### src/rtl/ifu_pkg.sv
// Shared definitions for the instruction fetch unit: datapath widths, FSM
// state encodings, fault codes, the NOP word and the default reset PC.
package ifu_pkg;

    localparam int unsigned ysyx_23060251_xlen     = 32;
    localparam int unsigned ysyx_23060251_inst_bus = 32;

    typedef enum logic [1:0] {
        S_REQ  = 2'd0,
        S_WAIT = 2'd1,
        S_HOLD = 2'd2
    } state_e;

    typedef enum logic [1:0] {
        FAULT_NONE     = 2'b00,
        FAULT_ACCESS   = 2'b01,
        FAULT_MISALIGN = 2'b10
    } fault_e;

    localparam logic [ysyx_23060251_inst_bus-1:0] INST_NOP         = 32'h0000_0013;
    localparam logic [ysyx_23060251_xlen-1:0]     DEFAULT_RESET_PC = 32'h8000_0000;

    function automatic logic [ysyx_23060251_xlen-1:0] seq_pc(
        input logic [ysyx_23060251_xlen-1:0] pc
    );
        return pc + 32'd4;
    endfunction

endpackage

### src/rtl/ifu_if.sv
// Fetch-side bus bundle: redirect input, instruction-memory request/response
// channel and the instruction handshake towards idu.
interface ifu_if;
    import ifu_pkg::*;

    logic                              redirect_valid_i;
    logic [ysyx_23060251_xlen-1:0]     redirect_pc_i;
    logic                              req_valid_o;
    logic                              req_ready_i;
    logic [ysyx_23060251_xlen-1:0]     req_addr_o;
    logic                              rsp_valid_i;
    logic [ysyx_23060251_inst_bus-1:0] rsp_data_i;
    logic                              rsp_err_i;
    logic                              inst_valid_o;
    logic                              inst_ready_i;
    logic [ysyx_23060251_inst_bus-1:0] inst_o;
    logic [ysyx_23060251_xlen-1:0]     pc_o;
    logic [1:0]                        fault_o;

    modport master (
        input  redirect_valid_i, redirect_pc_i, req_ready_i,
               rsp_valid_i, rsp_data_i, rsp_err_i, inst_ready_i,
        output req_valid_o, req_addr_o, inst_valid_o, inst_o, pc_o, fault_o
    );

    modport slave (
        output redirect_valid_i, redirect_pc_i, req_ready_i,
               rsp_valid_i, rsp_data_i, rsp_err_i, inst_ready_i,
        input  req_valid_o, req_addr_o, inst_valid_o, inst_o, pc_o, fault_o
    );

endinterface

### src/rtl/ifu.sv
// Instruction fetch unit: one outstanding imem read, redirect with stale-response
// kill. Optional PC alignment check enabled by YSYX_23060251_IFU_MISALIGN_CHECK_EN.
module ifu
    import ifu_pkg::*;
#(
    parameter logic [ysyx_23060251_xlen-1:0] RESET_PC = DEFAULT_RESET_PC
) (
    input logic   clk,
    input logic   rst,
    ifu_if.master bus
);

    state_e                            state;
    logic [ysyx_23060251_xlen-1:0]     pc;
    logic                              kill;
    logic [ysyx_23060251_inst_bus-1:0] inst_q;
    logic [ysyx_23060251_xlen-1:0]     pc_q;
    fault_e                            fault_q;
    logic                              misaligned;

`ifdef YSYX_23060251_IFU_MISALIGN_CHECK_EN
    assign misaligned = |pc[1:0];
`else
    assign misaligned = 1'b0;
`endif

    assign bus.req_valid_o  = ~rst & (state == S_REQ) & ~misaligned;
    assign bus.req_addr_o   = pc;
    assign bus.inst_valid_o = ~rst & (state == S_HOLD) & ~bus.redirect_valid_i;
    assign bus.inst_o       = inst_q;
    assign bus.pc_o         = pc_q;
    assign bus.fault_o      = fault_q;

    always_ff @(posedge clk) begin
        if (rst) begin
            state   <= S_REQ;
            pc      <= RESET_PC;
            kill    <= 1'b0;
            inst_q  <= '0;
            pc_q    <= '0;
            fault_q <= FAULT_NONE;
        end else begin
            unique case (state)
                S_REQ: begin
                    if (misaligned) begin
                        if (bus.redirect_valid_i) begin
                            pc <= bus.redirect_pc_i;
                        end else begin
                            state   <= S_HOLD;
                            inst_q  <= INST_NOP;
                            pc_q    <= pc;
                            fault_q <= FAULT_MISALIGN;
                        end
                    end else if (bus.req_ready_i) begin
                        state <= S_WAIT;
                        // request already accepted for the old PC: its response must be dropped
                        if (bus.redirect_valid_i) begin
                            pc   <= bus.redirect_pc_i;
                            kill <= 1'b1;
                        end
                    end else if (bus.redirect_valid_i) begin
                        pc <= bus.redirect_pc_i;
                    end
                end

                S_WAIT: begin
                    if (bus.redirect_valid_i) begin
                        pc <= bus.redirect_pc_i;
                        if (bus.rsp_valid_i) begin
                            state <= S_REQ;
                            kill  <= 1'b0;
                        end else begin
                            kill <= 1'b1;
                        end
                    end else if (bus.rsp_valid_i) begin
                        if (kill) begin
                            kill  <= 1'b0;
                            state <= S_REQ;
                        end else begin
                            inst_q  <= bus.rsp_data_i;
                            pc_q    <= pc;
                            fault_q <= bus.rsp_err_i ? FAULT_ACCESS : FAULT_NONE;
                            state   <= S_HOLD;
                        end
                    end
                end

                S_HOLD: begin
                    if (bus.redirect_valid_i) begin
                        pc    <= bus.redirect_pc_i;
                        state <= S_REQ;
                    end else if (bus.inst_ready_i) begin
                        pc    <= seq_pc(pc);
                        state <= S_REQ;
                    end
                end

                default: state <= S_REQ;
            endcase
        end
    end

endmodule

### src/flat_wrapper.sv
// flat-port wrapper written by rule: the top's interface ports become plain ports
module ifu_flat import ifu_pkg::*;
#(
    parameter logic [ysyx_23060251_xlen-1:0] RESET_PC = DEFAULT_RESET_PC
)
  (clk, rst, bus_redirect_valid_i, bus_redirect_pc_i, bus_req_ready_i, bus_rsp_valid_i, bus_rsp_data_i, bus_rsp_err_i, bus_inst_ready_i, bus_req_valid_o, bus_req_addr_o, bus_inst_valid_o, bus_inst_o, bus_pc_o, bus_fault_o);
  ifu_if bus_i ();
  input logic clk;
  input logic rst;
  input wire logic [$bits(bus_i.redirect_valid_i)-1:0] bus_redirect_valid_i;
  input wire logic [$bits(bus_i.redirect_pc_i)-1:0] bus_redirect_pc_i;
  input wire logic [$bits(bus_i.req_ready_i)-1:0] bus_req_ready_i;
  input wire logic [$bits(bus_i.rsp_valid_i)-1:0] bus_rsp_valid_i;
  input wire logic [$bits(bus_i.rsp_data_i)-1:0] bus_rsp_data_i;
  input wire logic [$bits(bus_i.rsp_err_i)-1:0] bus_rsp_err_i;
  input wire logic [$bits(bus_i.inst_ready_i)-1:0] bus_inst_ready_i;
  output wire logic [$bits(bus_i.req_valid_o)-1:0] bus_req_valid_o;
  output wire logic [$bits(bus_i.req_addr_o)-1:0] bus_req_addr_o;
  output wire logic [$bits(bus_i.inst_valid_o)-1:0] bus_inst_valid_o;
  output wire logic [$bits(bus_i.inst_o)-1:0] bus_inst_o;
  output wire logic [$bits(bus_i.pc_o)-1:0] bus_pc_o;
  output wire logic [$bits(bus_i.fault_o)-1:0] bus_fault_o;
  assign bus_i.redirect_valid_i = bus_redirect_valid_i;
  assign bus_i.redirect_pc_i = bus_redirect_pc_i;
  assign bus_i.req_ready_i = bus_req_ready_i;
  assign bus_i.rsp_valid_i = bus_rsp_valid_i;
  assign bus_i.rsp_data_i = bus_rsp_data_i;
  assign bus_i.rsp_err_i = bus_rsp_err_i;
  assign bus_i.inst_ready_i = bus_inst_ready_i;
  assign bus_req_valid_o = bus_i.req_valid_o;
  assign bus_req_addr_o = bus_i.req_addr_o;
  assign bus_inst_valid_o = bus_i.inst_valid_o;
  assign bus_inst_o = bus_i.inst_o;
  assign bus_pc_o = bus_i.pc_o;
  assign bus_fault_o = bus_i.fault_o;
  ifu #(.RESET_PC(RESET_PC)) u_core (.clk(clk), .rst(rst), .bus(bus_i));
endmodule
### config.mk
export PLATFORM = sky130hd
export DESIGN_NAME = ifu_flat
export DESIGN_NICKNAME = d
export VERILOG_FILES = /design/src/rtl/ifu_pkg.sv /design/src/rtl/ifu_if.sv /design/src/rtl/ifu.sv /design/src/flat_wrapper.sv
export SDC_FILE = /design/constraint.sdc
export NUM_CORES = 1
export LEC_CHECK = 0
export ABC_CLOCK_PERIOD_IN_PS = 2100
export CAP_MARGIN = 30
export CELL_PAD_IN_SITES_DETAIL_PLACEMENT = 1
export CELL_PAD_IN_SITES_GLOBAL_PLACEMENT = 1
export CORE_MARGIN = 2
export CORE_UTILIZATION = 30
export CTS_CLUSTER_SIZE = 10
export DETAILED_ROUTE_END_ITERATION = 7
export GPL_TIMING_DRIVEN = 1
export HOLD_SLACK_MARGIN = 0.1
export PLACE_DENSITY_LB_ADDON = 0.12
export SYNTH_ARGS = -nofsm -noshare
export SYNTH_HDL_FRONTEND = slang
export SYNTH_SLANG_ARGS = --single-unit
### constraint.sdc
create_clock -name clk -period 2.1 [get_ports clk]
set_clock_uncertainty 0.1 [all_clocks]
set_input_delay 0.21 -clock clk [delete_from_list [all_inputs] [get_ports clk]]
set_output_delay 0.21 -clock clk [all_outputs]
set_load 0.005 [all_outputs]
==> qor.yml <==
clock_network:
  cts_tree: "yes"
  max-clock-path-buffers: 2
  cts-root-buf: "clkbuf_16"
  cts.clk_slew.worst_paths_ps: 70
  insertion_delay_ps: 350
  cts_hold_buf: 0
  cts.sinks: 100
  cts.htree.levels: 3
  cts_inserted_buffers: 9
floorplan:
  pin_count: 171
  die_width_microns: 128.8
  fp-row-count: 45
  initial_core_util: 0.3075
  die_area_sq_um: 16600
  die_h_microns: 128.8
  coreArea_sq_um: 15200
layout:
  multi_input_area_sq_um: 2431
  antenna_cells: 0
  final_nets: 872
  layout.area.seq_sq_um: 2007
  syn_to_final_growth_pct: 53.51
  fill_cells: 1808
  drive_gt1_frac: 0.09938
  fin_area_sq_um: 7176
drt:
  finalWirelength_microns: 18590
  vias_per_cell: 5.464
  drt_iter0_markers: 247
  dr_total_vias: 5426
  wl_per_cell_microns: 18.72
  dr.pass1.iters: 4
  route.detailed.drc: 0
  final_antenna_net_count: 0
placed_design:
  gp_congestion: 0.8712
  numPortBuffers: 169
  place_hpwl_microns: 13420
  dpl_cell_area_sq_um: 6873
sta:
  hold_viol: 0
  fin_crit_ps: 1937
  timing.fmax_mhz: 516.4
  rsz0062_at_grt: "false"
  setup_viol: 0
  slew_viol_final: 0
  worst_pin_slew_ps: 736.4
  fin_crit_sh: 0.9222
  relSlewSlack: 0.5091
logic_synthesis:
  synth.distinct_cells: 58
  synth_edf_count: 0
  synth-async-reset-ratio: 0
  synth_cells: 620
  synth_area_leaders: "dfxtp_1 43%, nand2_1 13%, a21oi_1 9.4%"
  syn_avg_cell_area_sq_um: 7.539
  syn_nets: 692
  syn_area_sq_um: 4674
  synth_warnings: 0
  ys_seq_area_frac: 0.4283
  synth_top_area_share: 0.4283
  ys_ff_latch: 100
  synth.most_common_cell: "nand2_1"
  ys.flop_type: "dfxtp_1"
  netlist_top_cells_count: "159 x nand2_1, 100 x dfxtp_1, 88 x a21oi_1"
  yosysTopAreaCell: "dfxtp_1"
setup_path:
  path_class: "reg -> reg"
  crit_path_start_kind: "flop"
  r2r_cells: 4
  cpMostUsedCell: "nand4_1"
  worstPathCellList: "nand4_1, nor4_1, nand4_1, o211a_1"
  end_kind: "flop"
  worst-path-max-fanout: 11
  path_buf_inv: 0
  arrival_ps: 2080
  r2r_slack_ps: 160
  critPathRequiredTime_ps: 2250
  crit_slowest_cell: "dfxtp_1"
  cpLargestDelayFamily: "simple AND/OR/NAND/NOR gates"
  rr_endpoint: "u_core.bus.req_addr_o[31]$_SDFFE_PP1P_"
  r2r-start: "u_core.bus.req_addr_o[22]$_SDFFE_PP0P_"
  critical_path.max_stage_delay_ps: 560
global_route:
  first_global_vias: 5674
  grt_max_degree: 64
  grt_usage: 0.2246
  antenna_found_initial: 0
  grt_pass1_wl_microns: 29570
  grt_remaining_overflow: 0
status:
  status: "finished clean"
power_and_ir_drop:
  swShare: 0.2563
  power_frac_clock: 0.390
  ir_worst_vdd_mv: 0.3493
  internal-power_mw: 3.242
  pwr-share-seq: 0.464
  p_leak_nw: 2.475
  power_switching_mw: 1.117
  total_power_mw: 4.360
  combPwrFrac: 0.146
  power_density_nw_per_um2: 607.5
worst_hold_path:
  whs_path_depth: 3
  min_to: "u_core.bus.req_addr_o[8]$_SDFFE_PP0P_"
  hold_class: "in -> reg"
  hp-start: "rst"
flow_run:
  drv_cap: 0
power groups by stage:
stage	logic (mW)	clock network, mW	registers, mW
CTS	0.642	1.75	2.02
global route	0.691	1.82	2.03
global placement	0.620	0	2.06
detailed placement	0.637	0	2.06
finish	0.637	1.70	2.02
floorplan	0.217	0	2.06
worst max-delay path by stage:
| stage | endpoint | from | cells after the start | slack (ps) |
|---|---|---|---|---|
| floorplan | u_core.bus.req_addr_o[24]$_SDFFE_PP0P_ | u_core.bus.req_addr_o[2]$_SDFFE_PP0P_ | 5 | 220 |
| global placement | u_core.bus.req_addr_o[24]$_SDFFE_PP0P_ | bus_redirect_valid_i | 6 | -120 |
| detailed placement | u_core.bus.req_addr_o[24]$_SDFFE_PP0P_ | bus_redirect_valid_i | 6 | -120 |
| CTS | bus_req_valid_o | u_core.state[1]$_SDFFE_PP0P_ | 3 | 150 |
| global route | u_core.bus.req_addr_o[31]$_SDFFE_PP1P_ | u_core.bus.req_addr_o[22]$_SDFFE_PP0P_ | 4 | 3 |
| finish | u_core.bus.req_addr_o[31]$_SDFFE_PP1P_ | u_core.bus.req_addr_o[22]$_SDFFE_PP0P_ | 4 | 160 |
area by class of cell:
| class | count | share of cell area |
|---|---|---|
| inverters | 7 | 0.003836 |
| clock inverters | 5 | 0.008544 |
| clock buffers | 11 | 0.03243 |
| repair buffers | 223 | 0.3039 |
| flip-flops and latches | 100 | 0.2797 |
| multi-input cells | 459 | 0.3388 |
| well taps | 188 | 0.03278 |
state kept, by name (all words and copies together), names as in the netlist:
| signal | count |
|---|---|
| u_core.bus.inst_o | 32 |
| u_core.bus.fault_o | 1 |
| u_core.kill | 1 |
| u_core.bus.pc_o | 32 |
| u_core.bus.req_addr_o | 32 |
| u_core.state | 2 |
layout by cell type (no fill, tap or decap), types with 3 or more instances in the layout:
cell type / count
clkdlybuf4s50_1: 167
and2_0: 4
a21o_1: 3
o211ai_1: 3
nor4_1: 14
nand3_1: 13
o21ai_0: 20
a31oi_1: 8
o41a_1: 3
a21boi_0: 4
nor3_1: 15
dfxtp_1: 98
a211o_1: 4
clkbuf_16: 9
nor2_1: 24
clkinvlp_4: 3
o41ai_1: 4
buf_12: 7
and4_1: 8
and2_1: 6
a21oi_1: 88
or3_1: 4
inv_1: 6
a311oi_1: 4
nand4_1: 24
a32o_1: 3
and3_1: 6
buf_4: 48
nand2_1: 159
layer usage:
layer / wire length [microns] / global-route usage
met1: 8150 / 0.2782
met2: 9030 / 0.3903
met3: 1016 / 0.03992
met4: 393 / 0.08248
met5: 0 / 0
stage by stage:
step / setup WS [ps] / utilization / hold WS, ps / TNS [ps] / cells
finish: 163.4 / 0.4720 / 254.2 / 0 / 993
global placement: -122.5 / 0.4521 / 340.5 / -189.0 / 977
detailed placement: -122.6 / 0.4521 / 347.0 / -419.9 / 977
CTS: 149.5 / 0.4720 / 243.9 / 0 / 993
global route: 3.048 / 0.4720 / 293.4 / 0 / 993
floorplan: 224.1 / - / 227.7 / 0 / 620
worst register-to-register path, stage by stage, from the launching register on:
cell and delay [ps]:
dfxtp_1 560, nand4_1 330, nor4_1 530, nand4_1 160, o211a_1 150
kinds of logic (layout without fill, tap and decap cells):
family | after synthesis | count (layout) | synth area share
adder cells (fa/ha/maj) | 1 | 1 | 0.002676
multiplexers | 3 | 3 | 0.006959
flip-flops | 100 | 100 | 0.4283
AND/OR/NAND/NOR | 288 | 288 | 0.2880
other | 1 | 1 | 0.0008022
buffers and inverters | 61 | 246 | 0.05380
AO/OA/AOI/OAI | 166 | 166 | 0.2195
what timing repair did:
item / CTS / global route
setup buffers: 0 / 0
resized for setup: 6 / 0
setup endpoints to repair: 1 / 0
Power figures use the tool's default switching activity.
